File: src/rtl/i4001_rom_if.sv
// i4001_rom_if: shared MCS-4 data bus and control lines as seen by one 4001 ROM.
// Latency: none, plain wires.
// Backpressure: none; the bus is phase-timed, so the driver with dbus_oe high wins.
// Signals: sync/cm_rom from the CPU, dbus_in is the resolved bus nibble,
//          dbus_out/dbus_oe are what the ROM chip puts on the bus.
interface i4001_rom_if;
  logic       sync;
  logic       cm_rom;
  logic [3:0] dbus_in;
  logic [3:0] dbus_out;
  logic       dbus_oe;

  // CPU / bus-resolver side
  modport master (
    output sync, cm_rom, dbus_in,
    input  dbus_out, dbus_oe
  );

  // ROM chip side
  modport slave (
    input  sync, cm_rom, dbus_in,
    output dbus_out, dbus_oe
  );
endinterface

File: src/rtl/i4001_rom.sv
// i4001_rom: one 4001 chip - 256x8 program ROM, 4-bit I/O port, SRC/WRR/RDR decode.
// Latency: bus drive is registered on the edge entering M1/M2 (fetch) or X2 (RDR).
// Backpressure: none; timing is fixed by the 8-phase cycle started by sync.
// Ports: clk, rst (async active-low), bus (slave modport of i4001_rom_if),
//        io_in/io_out (port pins), prog_we/prog_addr/prog_data (host ROM loader).
module i4001_rom #(
  parameter logic [3:0] CHIP_ID = 4'h0,
  parameter logic [3:0] IO_MASK = 4'h0
) (
  input  logic       clk,
  input  logic       rst,
  i4001_rom_if.slave bus,
  input  logic [3:0] io_in,
  output logic [3:0] io_out,
  input  logic       prog_we,
  input  logic [7:0] prog_addr,
  input  logic [7:0] prog_data
);

  typedef enum logic [2:0] {A1, A2, A3, M1, M2, X1, X2, X3} phase_t;

  // IDLE is represented as running == 0; phase itself keeps the 3-bit cycle position.
  phase_t     phase;
  logic       running;

  logic [7:0] mem [256];
  logic [7:0] rom_rd;
  logic [7:0] addr;
  logic [3:0] rom_lo;     // OPA nibble of the fetched word, driven in M2
  logic [7:0] instr;      // snooped instruction word
  logic       rom_sel;
  logic       src_sel;
  logic       io_cmd;
  logic       dw_pend;    // current word is the first of a double-word instruction
  logic       second;     // current cycle carries the second word of a double-word instruction
  logic [3:0] dout;
  logic       doe;

  logic       a3_hit;
  logic       dw_op;
  logic       src_hit;
  logic       wrr_hit;
  logic       rdr_hit;
  logic [3:0] rdr_val;

  // ROM array has no reset so contents survive rst.
  always_ff @(posedge clk) begin
    if (prog_we) mem[prog_addr] <= prog_data;
  end

  // Read-before-write: a write on the same edge is not visible here.
  assign rom_rd = mem[addr];

  always_comb begin
    a3_hit  = bus.cm_rom && (bus.dbus_in == CHIP_ID);
    // Evaluated in M2: OPR already in instr[7:4], OPA on the bus.
    // JCN, FIM, JUN, JMS, ISZ carry a second word in the next cycle.
    dw_op   = (instr[7:4] == 4'h1) ||
              ((instr[7:4] == 4'h2) && !bus.dbus_in[0]) ||
              (instr[7:4] == 4'h4) ||
              (instr[7:4] == 4'h5) ||
              (instr[7:4] == 4'h7);
    src_hit = (instr[7:4] == 4'h2) && instr[0] && bus.cm_rom;
    wrr_hit = io_cmd && src_sel && (instr == 8'hE2);
    rdr_hit = io_cmd && src_sel && (instr == 8'hEA);
    // Output bits read back the latch, input bits read the pins.
    rdr_val = (io_in & ~IO_MASK) | (io_out & IO_MASK);
  end

  always_ff @(posedge clk or negedge rst) begin
    if (!rst) begin
      phase   <= A1;
      running <= 1'b0;
      addr    <= 8'h00;
      rom_lo  <= 4'h0;
      instr   <= 8'h00;
      rom_sel <= 1'b0;
      src_sel <= 1'b0;
      io_cmd  <= 1'b0;
      dw_pend <= 1'b0;
      second  <= 1'b0;
      io_out  <= 4'h0;
      dout    <= 4'h0;
      doe     <= 1'b0;
    end else begin
      // Drive lasts exactly one phase unless re-armed below.
      dout <= 4'h0;
      doe  <= 1'b0;
      if (running) begin
        phase <= phase_t'(phase + 3'd1);
        unique case (phase)
          A1: addr[3:0] <= bus.dbus_in;
          A2: addr[7:4] <= bus.dbus_in;
          A3: begin
            rom_sel <= a3_hit;
            rom_lo  <= rom_rd[3:0];
            // This edge enters M1, so the OPR nibble goes out now.
            if (a3_hit) begin
              dout <= rom_rd[7:4];
              doe  <= 1'b1;
            end
          end
          M1: begin
            instr[7:4] <= bus.dbus_in;
            if (rom_sel) begin
              dout <= rom_lo;
              doe  <= 1'b1;
            end
          end
          M2: begin
            instr[3:0] <= bus.dbus_in;
            io_cmd     <= (instr[7:4] == 4'hE) && bus.cm_rom && !second;
            dw_pend    <= !second && dw_op;
          end
          X1: begin
            if (rdr_hit) begin
              dout <= rdr_val;
              doe  <= 1'b1;
            end
          end
          X2: begin
            if (src_hit) src_sel <= (bus.dbus_in == CHIP_ID);
            if (wrr_hit) io_out  <= bus.dbus_in & IO_MASK;
          end
          X3: second <= dw_pend;
        endcase
      end
      // sync always realigns to A1; an early sync cancels whatever drive was armed.
      if (bus.sync) begin
        phase   <= A1;
        running <= 1'b1;
        dout    <= 4'h0;
        doe     <= 1'b0;
      end
    end
  end

  assign bus.dbus_out = dout;
  assign bus.dbus_oe  = doe;

endmodule

File: src/flat_wrapper.sv
// flat-port wrapper written by rule: the top's interface ports become plain ports
module i4001_rom_flat 
#(
  parameter logic [3:0] CHIP_ID = 4'h0,
  parameter logic [3:0] IO_MASK = 4'h0
)
  (clk, rst, io_in, io_out, prog_we, prog_addr, prog_data, bus_sync, bus_cm_rom, bus_dbus_in, bus_dbus_out, bus_dbus_oe);
  i4001_rom_if bus_i ();
  input  logic clk;
  input  logic rst;
  input  logic [3:0] io_in;
  output logic [3:0] io_out;
  input  logic prog_we;
  input  logic [7:0] prog_addr;
  input  logic [7:0] prog_data;
  input wire logic [$bits(bus_i.sync)-1:0] bus_sync;
  input wire logic [$bits(bus_i.cm_rom)-1:0] bus_cm_rom;
  input wire logic [$bits(bus_i.dbus_in)-1:0] bus_dbus_in;
  output wire logic [$bits(bus_i.dbus_out)-1:0] bus_dbus_out;
  output wire logic [$bits(bus_i.dbus_oe)-1:0] bus_dbus_oe;
  assign bus_i.sync = bus_sync;
  assign bus_i.cm_rom = bus_cm_rom;
  assign bus_i.dbus_in = bus_dbus_in;
  assign bus_dbus_out = bus_i.dbus_out;
  assign bus_dbus_oe = bus_i.dbus_oe;
  i4001_rom #(.CHIP_ID(CHIP_ID), .IO_MASK(IO_MASK)) u_core (.clk(clk), .rst(rst), .bus(bus_i), .io_in(io_in), .io_out(io_out), .prog_we(prog_we), .prog_addr(prog_addr), .prog_data(prog_data));
endmodule
File: config.mk
export PLATFORM = sky130hd
export DESIGN_NAME = i4001_rom_flat
export DESIGN_NICKNAME = d
export VERILOG_FILES = /design/src/rtl/i4001_rom_if.sv /design/src/rtl/i4001_rom.sv /design/src/flat_wrapper.sv
export SDC_FILE = /design/constraint.sdc
export NUM_CORES = 2
export LEC_CHECK = 0
export ABC_CLOCK_PERIOD_IN_PS = 3400
export BUFFER_PORTS_ARGS = -buffer_cell sky130_fd_sc_hd__buf_2
export CAP_MARGIN = 20
export CORE_MARGIN = 2
export CORE_UTILIZATION = 46
export DETAILED_ROUTE_END_ITERATION = 10
export SYNTH_ARGS = -nofsm -noshare
export SYNTH_HDL_FRONTEND = slang
export SYNTH_SLANG_ARGS = --single-unit
File: constraint.sdc
create_clock -name clk -period 3.4 [get_ports clk]
set_input_delay 0.51 -clock clk [delete_from_list [all_inputs] [get_ports clk]]
set_output_delay 0.51 -clock clk [all_outputs]
set_load 0.01 [all_outputs]
# Yosys cells after proc, flatten, opt, wreduce, memory -nomap -nowiden
# Memories as Yosys holds them, arrays and structs flattened.
# Cells that the tools add are included.
[totals]
elab_cells = 71
out_inout_bits = 9
mem_bits_rw = 2048
mem_count = 1
input_bits = 29
ff_bits = 34
[mem_list]
columns = ["memory", "words", "width", "rd", "rd_ports_with_merged_regs", "wr", "line", "rtl"]
rows = [
  ["u_core.mem", 256, 8, 1, 0, 1, "i4001_rom.sv:26", "logic [7:0] mem [256];"],
]
[op_classes]
mux = 16
n_eq_ne = 14
reduce_logical = 25
add_sub_neg = 1
[op_table]
columns = ["cell", "count"]
rows = [
  ["two-way mux 4 bit", 5],
  ["equality test 3 bit (second input constant)", 4],
  ["equality test 4 x 3 -> 1 bit (second input constant)", 3],
  ["one-hot mux 4 bit (3 select lines)", 1],
  ["AND reduction 2 bit", 6],
  ["logical AND 1 bit", 9],
  ["equality test 8 bit (second input constant)", 1],
  ["two-way mux 1 bit", 7],
  ["equality test 3 x 2 -> 1 bit (second input constant)", 2],
  ["two-way mux 3 bit", 2],
  ["equality test 4 x 1 -> 1 bit (second input constant)", 1],
  ["equality test 4 x 2 -> 1 bit (second input constant)", 1],
  ["equality test 4 bit (second input constant)", 1],
  ["zero test 4 bit", 1],
  ["logical OR 1 bit", 4],
  ["adder 3 x 1 -> 3 bit (second input constant)", 1],
  ["equality test 3 x 1 -> 1 bit (second input constant)", 1],
  ["zero test 3 bit", 1],
  ["one-hot mux 1 bit (3 select lines)", 1],
  ["AND reduction 3 bit", 1],
  ["zero test 1 bit", 2],
  ["nonzero test 2 bit", 1],
]

# Depth between registers and ports, before layout
[depth]
word_depth = 7
mapped_depth = 13
mapped_depth_nobuf = 8

# Worst setup path after synthesis
# No wires, ideal clock.
[synth_path]
kind = "register -> register"
startpoint = "register u_core.addr[0]"
endpoint = "register u_core.rom_lo[0]"
n_path_buf = 4
t_arrival_ns = 2.512
slack_ns = 0.764
path_stages_with_launch = 10
required_time_ns = 3.276
period_less_slack_ns = 2.636
setup_time_ns = 0.124
path_cell_list = "dfrtp_1 buf_6 buf_6 buf_6 buf_2 mux4_2 mux4_2 o22ai_1 a221oi_1 a211o_1"
[synth_via]
elab_chain_len = 1
[synth_lines]
columns = ["element", "line", "rtl"]
rows = [
  ["start: declaration", "i4001_rom.sv:28", "logic [7:0] addr;"],
  ["start signal: assignment", "i4001_rom.sv:92", "A1: addr[3:0] <= bus.dbus_in;"],
  ["memory read (256 x 8 bit)", "-", ""],
  ["end signal: assignment", "i4001_rom.sv:96", "rom_lo <= rom_rd[3:0];"],
  ["end: declaration", "i4001_rom.sv:29", "logic [3:0] rom_lo;"],
]
# No other way between the ends.
# A chain may end at the register's enable or synchronous reset.

# Worst setup path in the final report
# Same ends and word-level chain as after synthesis.

==> results.py <==
metrics = {
    "setup_path": {
        "start_kind": "flop",
        "reg2reg_depth": 9,
        "crit_required_ps": 4200,
        "r2r_start": "u_core.addr[0]$_DFFE_PN0P_",
        "crit_path_end_kind": "flop",
        "crit_fanout": 40,
        "path_class": "flop to flop",
        "cp_data_arrival_time_ps": 4160,
        "r2r_end": "u_core.rom_lo[0]$_DFFE_PN0P_",
        "crit_end": "u_core.rom_lo[0]$_DFFE_PN0P_",
        "ff2ff_setup_slack_ps": 50,
        "startpoint": "u_core.addr[0]$_DFFE_PN0P_",
    },
    "global_routing": {
        "grt_max_degree": 110,
        "grt_usage_pct": 24.6,
        "grt_remaining_overflow": 0,
        "grt_first_pass_wirelength_um": 313000,
        "antenna_found_initial": 11,
        "grt_pass1_vias": 41400,
    },
    "routing": {
        "drc_errors": 0,
        "post_drt_wl_per_cell_um": 32.0,
        "wl_um": 220000,
        "num_vias": 41800,
        "routed_via_density": 6.10,
        "drtPass1Iterations": 6,
        "first_iter_violations": 5383,
        "drt.antenna.violating_nets": 0,
    },
    "timing": {
        "fin_crit_ps": 3350,
        "setup_viol": 0,
        "fmax_mhz": 298,
        "fin_worst_skew_ps": 49.2,
        "finalCritPeriodShare_pct": 98.5,
        "finalWorstSetupSlack_ps": 49.8,
        "report.final.slew_viol_count": 0,
        "worst_pin_slew_ps": 1000,
        "relSlewSlack_pct": 33.2,
        "worst_hold_slack_ps": 177,
        "grt_setup_unrepaired": "false",
        "hold_viol_final": 0,
    },
    "clocking": {
        "path_clk_slew_ps": 60,
        "clockRootBuffer": "clkbuf_16",
        "cts_num_sinks": 2082,
        "cts_max_level": 4,
        "cts_made_buffers": 207,
        "clkLatencyLatePin_ps": 860,
        "clk_path_buf_depth": 3,
        "cts_tree": "done",
    },
    "power_and_ir_drop": {
        "power.density_nw_per_um2": 644,
        "peakVddDrop_v": 0.000474,
        "p_leak_nw": 30.4,
    },
    "place": {
        "port_buffers": 33,
        "dp.cells": 6472,
        "dp_slack_ps": -228,
        "gp_congestion": 0.877,
        "dp_hpwl_um": 140000,
    },
    "synthesis": {
        "synthesis.area_um2": 81100,
        "async_reset_ff_share_pct": 1.63,
        "synth_edf_count": 2048,
        "synth_cells": 3805,
        "synth-main-ff-cell": "edfxtp_1",
        "ys_types": 61,
        "syn_area_per_cell_um2": 21.3,
        "seq_area_frac_synth_pct": 76.9,
        "ys_ff_latch": 2082,
        "yosys_warnings": 0,
    },
    "floorplan": {
        "die_y_um": 424,
        "rows": 154,
        "top_level_ports": 38,
        "die_width_um": 424,
        "core-area_um2": 176000,
        "die_area_um2": 180000,
        "initial_core_util_pct": 46.2,
    },
    "finish": {
        "multi_input_area_um2": 17500,
        "regArea_um2": 62400,
        "drive_above_1_share_pct": 30.8,
        "nFillCells": 13400,
        "instances_no_fill": 6859,
        "nNetsFinal": 4384,
        "syn_to_final_growth_pct": 16.3,
        "layout_common_cells": "2048 x edfxtp_1, 500 x mux4_2, 464 x buf_4",
        "final_common_cell": "edfxtp_1",
    },
    "run": {
        "maxCapViolCount": 0,
    },
    "hold_path": {
        "hold_class": "input pin to flop",
    },
    "status": {
        "status": "finished clean",
    },
}
[layout make-up]
class	instances	area share (%)
flip-flops and latches	2082	66.1
multi-input cells	1481	18.5
clock buffers	264	5.83
repair buffers	564	5.28
well taps	2340	3.10
clock inverters	114	1.06
inverters	13	0.0544
diodes	1	0.00265
[critical path, stage by stage (launching register included)]
cell and delay [ps]:
dfrtp_4 550, buf_12 200, buf_12 310, buf_4 380, mux2i_1 120, o221ai_1 420
o22ai_1 160, o311ai_0 750, and3_1 310, a211o_1 100
[sequential cells by signal, summed over array words and instances (netlist names), 3 cells and up]
name                 flops
u_core.phase             3
u_core.bus.dbus_out      4
u_core.instr             8
u_core.rom_lo            4
u_core.mem            2048
u_core.addr              8
[routing by layer]
| layer | up-vias | routed length (um) | track usage, % |
|---|---|---|---|
| met4 | 6 | 7220 | 7.85 |
| li1 | 17100 | - | - |
| met5 | - | 34 | 0 |
| met1 | 22300 | 90700 | 35.7 |
| met2 | 2094 | 101000 | 37.2 |
| met3 | 332 | 20700 | 5.43 |
[cell families after synthesis]
group	Yosys count	share of synthesized area (%)
buffers and inverters	245	1.65
flip-flops	2082	76.9
other	1	0.00463
AO/OA/AOI/OAI	299	2.66
XOR/XNOR	1	0.0108
adder cells (fa/ha/maj)	7	0.105
AND/OR/NAND/NOR	511	2.77
multiplexers	659	15.9
[power breakdown]
| group | internal, mW | switching [mW] | total (mW) | leakage [nW] |
|---|---|---|---|---|
| clock | 12.3 | 9.64 | 22.0 | 3.17 |
| combinational | 4.22 | 5.98 | 10.2 | 8.44 |
| sequential | 28.3 | 0.201 | 28.5 | 18.8 |
| total | 44.9 | 15.8 | 60.7 | 30.4 |
[per-stage QoR]
step                power, mW  utilization (%)  cell area, um2  setup TNS (ps)
floorplan                34.7                -           81100               0
global placement         39.1             49.9           87600            -485
detailed placement       39.2             49.9           87600            -432
CTS                      61.0             53.7           94200               0
global route             62.5             53.7           94300               0
finish                   60.7             53.7           94300               0
[timing repair]
item                       4_1_cts  5_1_grt
hold endpoints to repair        53        0
gates cloned                     0        1
hold buffers                     7        0
setup buffers                    0        0
setup endpoints to repair        5        4
resized for setup                5       12
[worst min path at each step]
stage,from,to,slack [ps],cells past startpoint
floorplan,rst,u_core.addr[0]$_DFFE_PN0P_,210,0
global placement,u_core.src_sel$_DFFE_PN0P_,u_core.src_sel$_DFFE_PN0P_,460,2
detailed placement,u_core.io_cmd$_DFFE_PN0P_,u_core.io_cmd$_DFFE_PN0P_,460,2
CTS,io_in[3],u_core.bus.dbus_out[3]$_DFF_PN0_,100,3
global route,prog_data[6],u_core.mem[216][6]$_DFFE_PP_,160,1
finish,io_in[3],u_core.bus.dbus_out[3]$_DFF_PN0_,180,3
[cells in the mapped netlist, drive strengths merged, types with 6 or more instances]
cell type	number	area [um2]
o221ai	53	464
clkbuf	106	398
buf	126	895
a211o	7	61.3
nor2	284	1070
mux4	500	11300
and3	6	37.5
nor3	31	155
a22oi	49	368
edfxtp	2048	61500
mux2	22	248
dfrtp	34	851
nand4	13	81.3
nand3	37	185
a221oi	8	70.1
a21oi	56	280
nor4	14	87.6
o22ai	46	288
a211oi	16	120
o311ai	10	87.6
inv	13	48.8
ha	6	75.1
mux2i	137	1370
nand2	74	278
and2	9	56.3
nand2b	8	50.1
o21ai	13	65.1
nor2b	15	93.8
(Power assumes the default switching activity.)
